[src/rtl/bit_packer_if.sv]
// Handshake bundle between the code concatenator, the bit packer and the
// downstream word consumer.
interface bit_packer_if #(
  parameter int TOTAL_BITS = 34,
  parameter int OUT_WIDTH  = 64
);
  localparam int VB_W = $clog2(OUT_WIDTH) + 1;

  logic                  i_valid;
  logic                  o_ready;
  logic [2:0]            i_code;
  logic [TOTAL_BITS-1:0] i_compressed_word;
  logic                  i_flush;
  logic                  o_valid;
  logic                  i_ready;
  logic [OUT_WIDTH-1:0]  o_data;
  logic                  o_last;
  logic [VB_W-1:0]       o_valid_bits;
  logic                  o_busy;
  logic                  o_code_err;

  modport master (
    output i_valid, i_code, i_compressed_word, i_flush, i_ready,
    input  o_ready, o_valid, o_data, o_last, o_valid_bits, o_busy, o_code_err
  );

  modport slave (
    input  i_valid, i_code, i_compressed_word, i_flush, i_ready,
    output o_ready, o_valid, o_data, o_last, o_valid_bits, o_busy, o_code_err
  );
endinterface

[src/rtl/bit_packer.sv]
// Packs variable-length compressed codes LSB-first into OUT_WIDTH-bit words;
// a flush drains the residue as a zero-padded final word with its bit count.
module bit_packer #(
  parameter int TOTAL_BITS = 34,
  parameter int OUT_WIDTH  = 64
) (
  input  logic         i_clk,
  input  logic         i_rst_n,
  bit_packer_if.slave  bus
);
  localparam int BUF_W  = OUT_WIDTH + TOTAL_BITS;
  localparam int FILL_W = $clog2(BUF_W);
  localparam int LEN_W  = $clog2(TOTAL_BITS + 1);
  localparam int VB_W   = $clog2(OUT_WIDTH) + 1;

  typedef enum logic {PACK, FLUSH} state_t;

  state_t             state_q, state_d;
  logic [BUF_W-1:0]   buf_q, buf_d;
  logic [FILL_W-1:0]  fill_q, fill_d;
  logic               code_err_q, code_err_d;

  logic [LEN_W-1:0]      code_len;
  logic                  code_illegal;
  logic [TOTAL_BITS-1:0] code_masked;
  logic [OUT_WIDTH-1:0]  tail_mask;
  logic                  full_word;
  logic                  out_valid, out_ready, out_last, out_busy;
  logic [OUT_WIDTH-1:0]  out_data;
  logic [VB_W-1:0]       out_vbits;
  logic                  accept, pop;
  logic [BUF_W-1:0]      buf_pop;
  logic [FILL_W-1:0]     fill_pop;

  always_comb begin
    code_len     = '0;
    code_illegal = 1'b0;
    case (bus.i_code)
      3'b000:  code_len = LEN_W'(2);
      3'b001:  code_len = LEN_W'(6);
      3'b010:  code_len = LEN_W'(12);
      3'b011:  code_len = LEN_W'(16);
      3'b100:  code_len = LEN_W'(24);
      3'b101:  code_len = LEN_W'(TOTAL_BITS);
      default: code_illegal = 1'b1;
    endcase
  end

  // Upper code bits and unfilled output bits are forced to zero.
  generate
    for (genvar gi = 0; gi < TOTAL_BITS; gi++) begin : g_code_mask
      assign code_masked[gi] = bus.i_compressed_word[gi] & (code_len > LEN_W'(gi));
    end
    for (genvar gi = 0; gi < OUT_WIDTH; gi++) begin : g_tail_mask
      assign tail_mask[gi] = (fill_q > FILL_W'(gi));
    end
  endgenerate

  assign full_word = (fill_q >= FILL_W'(OUT_WIDTH));

  always_comb begin
    state_d   = state_q;
    out_valid = full_word;
    out_ready = ~full_word | bus.i_ready;
    out_data  = buf_q[OUT_WIDTH-1:0];
    out_vbits = VB_W'(OUT_WIDTH);
    out_last  = 1'b0;
    out_busy  = 1'b0;
    case (state_q)
      PACK: begin
        if (bus.i_flush) state_d = FLUSH;
      end
      FLUSH: begin
        out_ready = 1'b0;
        out_busy  = 1'b1;
        if (!full_word) begin
          out_valid = 1'b1;
          out_data  = buf_q[OUT_WIDTH-1:0] & tail_mask;
          out_vbits = VB_W'(fill_q);
          out_last  = 1'b1;
          if (bus.i_ready) state_d = PACK;
        end
      end
      default: state_d = PACK;
    endcase
  end

  assign accept = bus.i_valid & out_ready;
  assign pop    = out_valid & bus.i_ready;

  // A code accepted alongside a pop lands at the post-pop fill position.
  always_comb begin
    buf_pop  = buf_q;
    fill_pop = fill_q;
    if (pop) begin
      if (out_last) begin
        buf_pop  = '0;
        fill_pop = '0;
      end else begin
        buf_pop  = buf_q >> OUT_WIDTH;
        fill_pop = fill_q - FILL_W'(OUT_WIDTH);
      end
    end
    buf_d      = buf_pop;
    fill_d     = fill_pop;
    code_err_d = code_err_q;
    if (accept) begin
      buf_d  = buf_pop | (BUF_W'(code_masked) << fill_pop);
      fill_d = fill_pop + FILL_W'(code_len);
      if (code_illegal) code_err_d = 1'b1;
    end
  end

  always_ff @(posedge i_clk) begin
    if (!i_rst_n) begin
      state_q    <= PACK;
      buf_q      <= '0;
      fill_q     <= '0;
      code_err_q <= 1'b0;
    end else begin
      state_q    <= state_d;
      buf_q      <= buf_d;
      fill_q     <= fill_d;
      code_err_q <= code_err_d;
    end
  end

  assign bus.o_valid      = out_valid;
  assign bus.o_ready      = out_ready;
  assign bus.o_data       = out_data;
  assign bus.o_last       = out_last;
  assign bus.o_valid_bits = out_vbits;
  assign bus.o_busy       = out_busy;
  assign bus.o_code_err   = code_err_q;
endmodule
[src/flat_wrapper.sv]
// flat-port wrapper written by rule: the top's interface ports become plain ports
module bit_packer_flat 
#(
  parameter int TOTAL_BITS = 34,
  parameter int OUT_WIDTH  = 64
)
  (i_clk, i_rst_n, bus_i_valid, bus_i_code, bus_i_compressed_word, bus_i_flush, bus_i_ready, bus_o_ready, bus_o_valid, bus_o_data, bus_o_last, bus_o_valid_bits, bus_o_busy, bus_o_code_err);
  bit_packer_if #(.TOTAL_BITS(TOTAL_BITS), .OUT_WIDTH(OUT_WIDTH)) bus_i ();
  input  logic i_clk;
  input  logic i_rst_n;
  input wire logic [$bits(bus_i.i_valid)-1:0] bus_i_valid;
  input wire logic [$bits(bus_i.i_code)-1:0] bus_i_code;
  input wire logic [$bits(bus_i.i_compressed_word)-1:0] bus_i_compressed_word;
  input wire logic [$bits(bus_i.i_flush)-1:0] bus_i_flush;
  input wire logic [$bits(bus_i.i_ready)-1:0] bus_i_ready;
  output wire logic [$bits(bus_i.o_ready)-1:0] bus_o_ready;
  output wire logic [$bits(bus_i.o_valid)-1:0] bus_o_valid;
  output wire logic [$bits(bus_i.o_data)-1:0] bus_o_data;
  output wire logic [$bits(bus_i.o_last)-1:0] bus_o_last;
  output wire logic [$bits(bus_i.o_valid_bits)-1:0] bus_o_valid_bits;
  output wire logic [$bits(bus_i.o_busy)-1:0] bus_o_busy;
  output wire logic [$bits(bus_i.o_code_err)-1:0] bus_o_code_err;
  assign bus_i.i_valid = bus_i_valid;
  assign bus_i.i_code = bus_i_code;
  assign bus_i.i_compressed_word = bus_i_compressed_word;
  assign bus_i.i_flush = bus_i_flush;
  assign bus_i.i_ready = bus_i_ready;
  assign bus_o_ready = bus_i.o_ready;
  assign bus_o_valid = bus_i.o_valid;
  assign bus_o_data = bus_i.o_data;
  assign bus_o_last = bus_i.o_last;
  assign bus_o_valid_bits = bus_i.o_valid_bits;
  assign bus_o_busy = bus_i.o_busy;
  assign bus_o_code_err = bus_i.o_code_err;
  bit_packer #(.TOTAL_BITS(TOTAL_BITS), .OUT_WIDTH(OUT_WIDTH)) u_core (.i_clk(i_clk), .i_rst_n(i_rst_n), .bus(bus_i));
endmodule
[config.mk]
export PLATFORM = sky130hd
export DESIGN_NAME = bit_packer_flat
export DESIGN_NICKNAME = d
export VERILOG_FILES = /design/src/rtl/bit_packer_if.sv /design/src/rtl/bit_packer.sv /design/src/flat_wrapper.sv
export SDC_FILE = /design/constraint.sdc
export NUM_CORES = 1
export LEC_CHECK = 0
export BUFFER_PORTS_ARGS = -buffer_cell sky130_fd_sc_hd__buf_4
export CAP_MARGIN = 0
export CORE_ASPECT_RATIO = 0.6
export CORE_MARGIN = 2
export CORE_UTILIZATION = 30
export DETAILED_ROUTE_END_ITERATION = 6
export PLACE_DENSITY_LB_ADDON = 0.08
export SYNTH_ARGS = -nofsm -noshare
export SYNTH_HDL_FRONTEND = slang
export SYNTH_SLANG_ARGS = --single-unit
export TNS_END_PERCENT = 50
[constraint.sdc]
create_clock -name i_clk -period 3.2 [get_ports i_clk]
set_input_delay 0.16 -clock i_clk [delete_from_list [all_inputs] [get_ports i_clk]]
set_output_delay 0.16 -clock i_clk [all_outputs]
set_load 0.05 [all_outputs]
==> flow_summary.toml, run 1 <==
[status]
status = "complete, but fails checks"
violations = "DRC"

[min_path]
whs_path_depth = 3
min_from = "bus_i_flush"
hp-class = "in2reg"
hold_end = "u_core.state_q$_SDFF_PN0_"

[clock_network]
clock-sinks = 107
cts_buffers = 9
path_clk_slew_ps = 70
cts_tree = "done"
cts_buffer_depth = 2
htree_levels = 3
root_buffer = "clkbuf_16"
cts-hold-fix-buffers = 0
clk_latency_ps = 380

[global_route]
grt_max_degree = 70
grt-ovfl-total = 0
grt_first_pass_wirelength_mm = 68.6
antenna_found_initial = 0
track_usage_pct = 32.2
grt_pass1_vias = 9480

[setup_path]
crit_fanout = 7
cp_cell_sequence = "nor2_1, nand2b_1, nand2_1, nor3_2, a21boi_0, buf_4"
r2r_cells = 8
rr_startpoint = "u_core.fill_q[6]$_SDFF_PN0_"
critPathLaunchType = "flop"
cpPeakStageDelay_ps = 680
crit_path_top_delay_cell = "dfxtp_1"
critPathCaptureType = "output pin"
r2r_end = "u_core.buf_q[57]$_SDFF_PN0_"
crit_type = "reg2out"
critPathLaunch = "u_core.fill_q[3]$_SDFF_PN0_"
crit_arrival_ps = 2860
worstPathRequired_ps = 3040
reg2reg_slack_ps = 200

[die]
die_area_um2 = 29500
io_pins = 118
start_util_pct = 30.5
core-area_um2 = 27600
rows = 47
die_width_um = 220
die_height_um = 134

[routing]
vias = 10600
vias_per_cell = 6.39
wirelength_mm = 47.6
wl_per_cell_um = 28.8
drc = 12
antenna_left = 0
drtIter0Drc = 1877
drt-pass1-iter-count = 7

[placed_design]
dp_hpwl_mm = 36.9
placed_area_um2 = 10200
globalplace.congestion = 0.986
numPortBuffers = 117

[yosys]
syn_area_um2 = 8420
ys.flop_type = "dfxtp_1"
syn_avg_cell_area_um2 = 7.33
ys_warn_count = 0
synth_cell_type_count = 85
synthCells = 1149
synthArstFlopShare_pct = 0
synth-edff-count = 0
ys_ff_latch = 107
ys_seq_area_share_pct = 25.4
synth_nets = 1198

[timing]
finalCritPeriodShare_pct = 94.5
fin_skew_ps = 9.64
setup_tns_ps = 0
fmax_mhz = 331
tightest_slew_ps = 966
rsz0062_at_grt = "false"
hold_violations = 0
fin_crit_ps = 3020
maxSlewViolCount = 0
finalSetupViolCount = 0
slew-limit-headroom_pct = 35.0

[power]
netSwitchingPower_w = 0.00149
seq_power_share_pct = 35.2
p_int_w = 0.00253
p_leak_nw = 3.88
swShare_pct = 37.1
irDropWorstVdd_mv = 0.343
p_comb_share_pct = 30.8
clkPwrFrac_pct = 33.9
powerDensity_nw_per_um2 = 380

[finish]
areaGrowthSynthToFinish_pct = 25.6
nFillCells = 2934
drive_gt1_share_pct = 21.8
num_antenna_cells = 0
nets = 1329
final_area_um2 = 10600

[job]
cap_violations = 0
-- worst max-delay path: cells and delay by family (launching register included) --
family,cells,cell delay [ps]
and+or+nand+nor,4,1320
buffers and inverters,1,260
AOI/OAI and AO/OA,1,230
DFF,1,680
-- how the worst max path moves through the flow --
stage / to / slack (ps) / depth (start not counted)
3_5_place_dp: u_core.buf_q[57]$_SDFF_PN0_ / 190 / 11
4_1_cts: bus_o_data[0] / 70 / 6
6_report: bus_o_data[0] / 180 / 6
2_1_floorplan: u_core.fill_q[4]$_SDFF_PN0_ / 190 / 13
3_3_place_gp: u_core.buf_q[57]$_SDFF_PN0_ / 210 / 11
5_1_grt: u_core.buf_q[57]$_SDFF_PN0_ / 50 / 8
-- registers in the layout (all words and copies together), names as in the netlist --
signal,cells
u_core.bus.o_code_err,1
u_core.fill_q,7
u_core.buf_q,98
u_core.state_q,1
-- per-layer routing --
metal	track usage (%)	share of wire (%)	up-vias
met1	50.2	47	5123
met2	40.4	37	707
li1	-	-	4672
met3	12.1	14	49
met4	6.75	2.1	0
met5	0	0	-
-- repair_timing --
action,4_1_cts,5_1_grt
buffers inserted,0,0
setup endpoints to repair,0,7
resized for setup,0,1
-- power by group through the flow --
stage               Combinational [W]  Clock, W  Sequential, W
finish                        0.00124   0.00136        0.00142
floorplan                    0.000672         0        0.00142
global route                  0.00129   0.00143        0.00142
detailed placement            0.00119         0        0.00144
global placement              0.00120         0        0.00144
CTS                           0.00119   0.00138        0.00141
-- logic make-up after synthesis --
logic type                 after synthesis  synth area share, %
adders and majority gates                8                 1.16
buffers and inverters                  128                 6.17
xor gates and xnor gates                 5                0.520
muxes                                   36                 4.67
AOI/OAI and AO/OA                      477                 40.0
and+or+nand+nor                        388                 22.1
DFF                                    107                 25.4
-- cell usage in the layout, fill, tap and decap left out, drive strengths merged, types with 28 or more instances in the layout --
master | netlist | routed
a22oi | 53 | 53
nor2 | 99 | 99
dfxtp | 107 | 107
nand2 | 118 | 118
o211ai | 38 | 38
nand3 | 46 | 46
o21ai | 99 | 99
a21boi | 30 | 30
buf | 36 | 227
mux2i | 28 | 28
a21oi | 48 | 48
-- cell type report --
cell class / count / area (um^2) / share of cell area, %
clock buffer: 9 / 225 / 2.13
inverter: 21 / 78.8 / 0.746
timing repair buffer: 227 / 1770 / 16.7
clock inverter: 7 / 123 / 1.16
multi-input combinational: 914 / 5770 / 54.6
sequential: 107 / 2140 / 20.3
tap: 367 / 459 / 4.34
-- stage by stage --
stage          setup WS [ps]  cells  util (%)  total power, W  hold WS (ps)
2_1_floorplan            195   1149         -         0.00209           312
3_3_place_gp             206   1636      37.0         0.00265           414
3_5_place_dp             187   1636      37.0         0.00263           414
4_1_cts                 69.5   1652      38.3         0.00398          19.4
5_1_grt                 53.9   1652      38.3         0.00414          29.6
6_report                 175   1652      38.3         0.00402          27.1
-- cells in the mapped netlist, types with 5 or more instances --
master     instances  area share (%)
ha_1               7             1.0
nand2b_1          14             1.0
nor3_1            20             1.2
dfxtp_1          107              25
a311oi_1           5            0.52
nand3_1           46             2.7
a31oi_1           23             1.7
xnor2_1            5            0.52
a32oi_1           20             2.1
o31ai_1           10            0.89
mux2i_1           28             3.3
o21ai_0           88             5.2
or3_1              6            0.45
mux2_2             6            0.80
and2_1            26             1.9
nand2_1          118             5.3
a211oi_1          14             1.2
nor4_1             8            0.59
o221ai_1          15             1.6
nor2_1            96             4.3
a22oi_1           53             4.7
buf_2             27             1.6
a221oi_1           8            0.83
o211ai_1          38             3.4
nand4_1           10            0.74
clkbuf_1          70             3.1
or2_2              5            0.37
o22ai_1           23             1.7
a2bb2oi_1          7            0.73
a222oi_1          11             1.3
and3_1            12            0.89
inv_1             19            0.85
o21a_1            14             1.2
a21boi_0          30             2.7
o2111ai_1          5            0.52
buf_1              8            0.36
a22o_1            15             1.6
a21oi_1           48             2.9
o21ai_1           10            0.59
nor2b_1            9            0.67
(Power assumes the default switching activity.)
==> run 2: changes to the inputs <==
Settings changed: CELL_PAD_IN_SITES_DETAIL_PLACEMENT set to 1, CELL_PAD_IN_SITES_GLOBAL_PLACEMENT set to 1, GPL_TIMING_DRIVEN set to 0.
==> run 2 against run 1 <==
  * The flow finishes with violations (setup timing)
  * Global-route usage rose by 7.4 points
  * Combinational power rose by 9%
  * Count of clock-buffer cells in the layout rose by 3
  * Largest power group unchanged
  * Critical endpoint is now bus_o_data[20]
  * Register-to-register slack got worse by 250 ps
  * Critical path type unchanged
  * Final area fell by 0.83%
  * Highest routed layer is now met5
==> flow_summary.toml, run 2 (synthesis results as in run 1) <==
[status]
status = "complete, but fails checks"
violations = "setup timing"

[setup_path]
cpPeakStageDelay_ps = 700
crit_fanout = 10
cp_cell_sequence = "clkbuf_1, clkbuf_1, o21ai_0, a21boi_0, buf_4"
crit_buf_inv = 3
critPathLaunchType = "flop"
crit_arrival_ps = 3120
critPathCaptureType = "output pin"
worstPathRequired_ps = 3040
crit_path_top_delay_cell = "clkbuf_1"
r2r_cells = 10
critPathTopFamily = "buffers and inverters"
crit_type = "reg2out"
worstSetupPathDepth = 5
crit_top_cell = "clkbuf_1"

[clock_network]
root_buffer = "clkbuf_16"
cts_tree = "done"
cts_buffers = 9
htree_levels = 3
path_clk_slew_ps = 70
clk_latency_ps = 390
cts-hold-fix-buffers = 0
cts_buffer_depth = 2
clock-sinks = 107

[finish]
mostFrequentLayoutCells = "128 x buf_4, 114 x nand2_1, 104 x dfxtp_1"
final_util_pct = 38.0
nets = 1328
final_area_um2 = 10500
layout_commonest_cell = "buf_4"
drive_gt1_share_pct = 21.4
seq_area_um2 = 2150
num_antenna_cells = 0
largest_register_ffs = 98
top_regs = "u_core.buf_q (98), u_core.fill_q (7)"
areaGrowthSynthToFinish_pct = 24.5
max_flop_register = "u_core.buf_q"
multiInputGateArea_um2 = 6100
nFillCells = 3429

[power]
irDropWorstVdd_mv = 0.210
netSwitchingPower_w = 0.00162
swShare_pct = 41.5
p_int_w = 0.00229
seq_power_share_pct = 36.2
powerDensity_nw_per_um2 = 373
p_leak_nw = 3.66
p_comb_share_pct = 34.5
clkPwrFrac_pct = 29.4

[placed_design]
numPortBuffers = 116
globalplace.congestion = 1.01
place_ws_ps = -1160
dp_hpwl_mm = 46.8
placed_area_um2 = 9750

[routing]
vias = 11500
wl_per_cell_um = 35.5
antenna_left = 0
drc = 0
vias_per_cell = 6.95
wirelength_mm = 58.5
drt-pass1-iter-count = 7
drtIter0Drc = 1744

[min_path]
whs_path_depth = 3
hp-class = "in2reg"

[timing]
finalCritPeriodShare_pct = 103
tightest_slew_ps = 1280
hold_violations = 0
rsz0062_at_grt = "true"
fmax_mhz = 305
setup_slack_ps = -83.2
fin_crit_ps = 3280
maxSlewViolCount = 0
finalSetupViolCount = 8
slew-limit-headroom_pct = 14.3
fin_skew_ps = 6.79

[global_route]
grt_pass1_vias = 10700
track_usage_pct = 39.6
grt_max_degree = 17
grt_first_pass_wirelength_mm = 82.4
antenna_found_initial = 3
grt-ovfl-total = 0

[die]
die_width_um = 220
start_util_pct = 30.5
die_height_um = 134
rows = 47
core-area_um2 = 27600
io_pins = 118
die_area_um2 = 29500

[job]
cap_violations = 0
==> run 2: path summary, 6_finish.rpt <==
| path | end | slack, ps | from |
|---|---|---|---|
| max | bus_o_data[20] | -80 | u_core.fill_q[4]$_SDFF_PN0_ |
| min | u_core.state_q$_SDFF_PN0_ | 20 | bus_i_flush |
| max reg2reg | u_core.buf_q[60]$_SDFF_PN0_ | -50 | u_core.state_q$_SDFF_PN0_ |
| min reg2reg | u_core.buf_q[70]$_SDFF_PN0_ | 460 | u_core.buf_q[70]$_SDFF_PN0_ |
==> run 2: area by class of cell <==
class	count	area share [%]
tap	367	4.38
timing repair buffer	124	8.88
multi-input combinational	914	58.2
clock inverter	3	0.215
inverter	21	0.752
sequential	107	20.5
clock buffer	12	2.45
buffer	102	4.70
==> run 2: layer usage <==
metal	track usage (%)	part of all wire [%]	vias to the layer above	routed length [um]
li1	-	-	4686	-
met1	60.2	46	5835	27000
met3	18.8	16	92	9440
met2	48.2	36	854	20800
met4	8.76	2.0	4	1200
met5	0	0.26	-	150
==> run 2: worst min-delay path, cell delays in order <==
cell,delay [ps]
buf_4,80
o21ai_0,60
nor2_1,70
==> run 2: timing repair <==
action | 4_1_cts | 5_1_grt
gates resized for setup | 69 | 58
pin swaps | 4 | 3
endpoints found under the setup margin | 134 | 91
buffers inserted | 5 | 3
==> run 2: metrics by stage <==
stage / TNS, ps / hold WS [ps] / power [W] / instances
2_1_floorplan: 0 / 312 / 0.00209 / 1149
3_3_place_gp: -43440 / 410 / 0.00265 / 1632
3_5_place_dp: -38870 / 419 / 0.00264 / 1632
4_1_cts: 0 / 29.5 / 0.00379 / 1649
5_1_grt: -148 / 26.7 / 0.00397 / 1650
6_report: -211 / 24.2 / 0.00391 / 1650
==> run 2: power by group through the flow <==
| stage | clock, W | sequential, W | combinational [W] |
|---|---|---|---|
| final | 0.00115 | 0.00141 | 0.00135 |
| after floorplan | 0 | 0.00142 | 0.000672 |
| after detailed placement | 0 | 0.00143 | 0.00121 |
| after global routing | 0.00119 | 0.00142 | 0.00137 |
| after global placement | 0 | 0.00143 | 0.00121 |
| after CTS | 0.00114 | 0.00141 | 0.00124 |
==> run 3: changes to the inputs <==
Settings changed: SLEW_MARGIN set to 20, TNS_END_PERCENT 50 to 5.
==> run 3 against run 2 <==
  * The flow still finishes with violations (setup timing)
  * Utilization rose by 0.086 points
  * Die area did not move
  * Cell count about the same
  * Critical endpoint is now u_core.buf_q[45]$_SDFF_PN0_
  * Register-to-register slack worse by 70 ps
  * Power grew 4.1%
  * Via count shrank 1.5%
  * Hold slack better by 3.7 ps
  * Global-route usage increased by 0.15 points
  * Critical path type is now reg2reg
  * Count of clock-buffer cells in the layout shrank 2
  * Largest power group unchanged
  * Clock power grew 15%
  * Critical path depth increased by 4
  * Sequential cell count is the same
==> flow_summary.toml, run 3 (synthesis results as in run 1) <==
[die]
die_height_um = 134
rows = 47
core-area_um2 = 27600
start_util_pct = 30.5
die_area_um2 = 29500
die_width_um = 220
io_pins = 118

[finish]
nFillCells = 3420
multiInputGateArea_um2 = 6090
layout_commonest_cell = "buf_4"
seq_area_um2 = 2150
top_regs = "u_core.buf_q (98), u_core.fill_q (7)"
final_util_pct = 38.1
largest_register_ffs = 98
mostFrequentLayoutCells = "123 x buf_4, 115 x nand2_1, 104 x dfxtp_1"
max_flop_register = "u_core.buf_q"
stdcell_count = 1649
areaGrowthSynthToFinish_pct = 24.8
drive_gt1_share_pct = 21.5
final_area_um2 = 10500
nets = 1325

[global_route]
track_usage_pct = 39.8
antenna_found_initial = 1
grt_first_pass_wirelength_mm = 82.7
grt_pass1_vias = 10800
grt-ovfl-total = 0
grt_max_degree = 19

[placed_design]
placed_area_um2 = 9790
dp_hpwl_mm = 46.9
dpl.cell_count = 1632
place_ws_ps = -1110
numPortBuffers = 116
globalplace.congestion = 1.01

[clock_network]
clock-sinks = 107
cts_buffers = 9
clk_latency_ps = 390
path_clk_slew_ps = 80
htree_levels = 3
cts_buffer_depth = 2
cts-hold-fix-buffers = 0
cts_tree = "done"
root_buffer = "clkbuf_16"

[setup_path]
crit_type = "reg2reg"
critPathLaunchType = "flop"
critPathCaptureType = "flop"
cp_cell_sequence = "clkbuf_4, nand3b_1, clkbuf_1, nand2_1, nor3_2, nand2_1, nor2_1, a21oi_1, o211ai_1"
cpPeakStageDelay_ps = 810
worstPathRequired_ps = 3500
crit_path_top_delay_cell = "nor3_2"
crit_fanout = 10
crit_top_cell = "nand2_1"
r2r_cells = 9
crit_arrival_ps = 3610

[job]
cap_violations = 0

[routing]
wirelength_mm = 58.6
vias = 11300
antenna_left = 0
drc = 0
drt-pass1-iter-count = 6
vias_per_cell = 6.85
wl_per_cell_um = 35.5
drtIter0Drc = 1833

[timing]
fmax_mhz = 302
holdWs_ps = 27.9
rsz0062_at_grt = "true"
tightest_slew_ps = 1290
maxSlewViolCount = 0
slew-limit-headroom_pct = 13.8
fin_crit_ps = 3320
finalSetupViolCount = 8
setup_slack_ps = -116
hold_violations = 0
fin_skew_ps = 9.67
finalCritPeriodShare_pct = 104

[power]
p_leak_nw = 3.66
powerDensity_nw_per_um2 = 387
irDropWorstVdd_mv = 0.221

[status]
status = "complete, but fails checks"
violations = "setup timing"

[min_path]
whs_path_depth = 3
hp-class = "in2reg"
run 3: critical path, delay by kind of cell (launching register included):
| family | cells | cell delay [ps] |
|---|---|---|
| AO/OA/AOI/OAI | 2 | 220 |
| flip-flops | 1 | 310 |
| AND/OR/NAND/NOR | 5 | 2050 |
| buffers and inverters | 2 | 640 |
run 3: final timing paths:
kind	startpoint	end	slack (ps)
min	bus_i_flush	u_core.state_q$_SDFF_PN0_	30
min reg2reg	u_core.buf_q[70]$_SDFF_PN0_	u_core.buf_q[70]$_SDFF_PN0_	460
max reg2reg	u_core.state_q$_SDFF_PN0_	u_core.buf_q[45]$_SDFF_PN0_	-120
max	u_core.state_q$_SDFF_PN0_	u_core.buf_q[45]$_SDFF_PN0_	-120
run 3: power by group:
group	switching (W)	internal, W
combinational	0.000998	0.000341
sequential	0.0000407	0.00137
clock	0.000600	0.000717
total	0.00164	0.00243
run 3: area by class of cell:
type	instances	share of cell area, %
multi-input combinational	914	58.0
sequential	107	20.4
timing repair buffer	119	8.50
buffer	104	4.75
tap	367	4.37
clock buffer	10	2.27
clock inverter	6	0.905
inverter	21	0.750
antenna	1	0.0238
run 3: through the flow:
step	TNS [ps]	total power, W
floorplan	0	0.00209
global placement	-43440	0.00265
detailed placement	-31720	0.00264
CTS	-13.6	0.00396
global route	-702	0.00415
finish	-450	0.00407
run 3: metal layers:
layer	vias up	wire, um	track usage (%)	part of all wire (%)
met5	-	0	0	0
met3	102	9820	21.4	17
met4	0	1310	8.58	2.2
met2	853	20700	48.6	35
met1	5676	26700	58.8	46
li1	4669	-	-	-
run 3: what timing repair did:
item                                    4_1_cts  5_1_grt
hold endpoints to repair                      0        0
endpoints found under the setup margin      132       96
buffers inserted                              3        0
resized for setup                            56       61
pin swaps                                     2        2
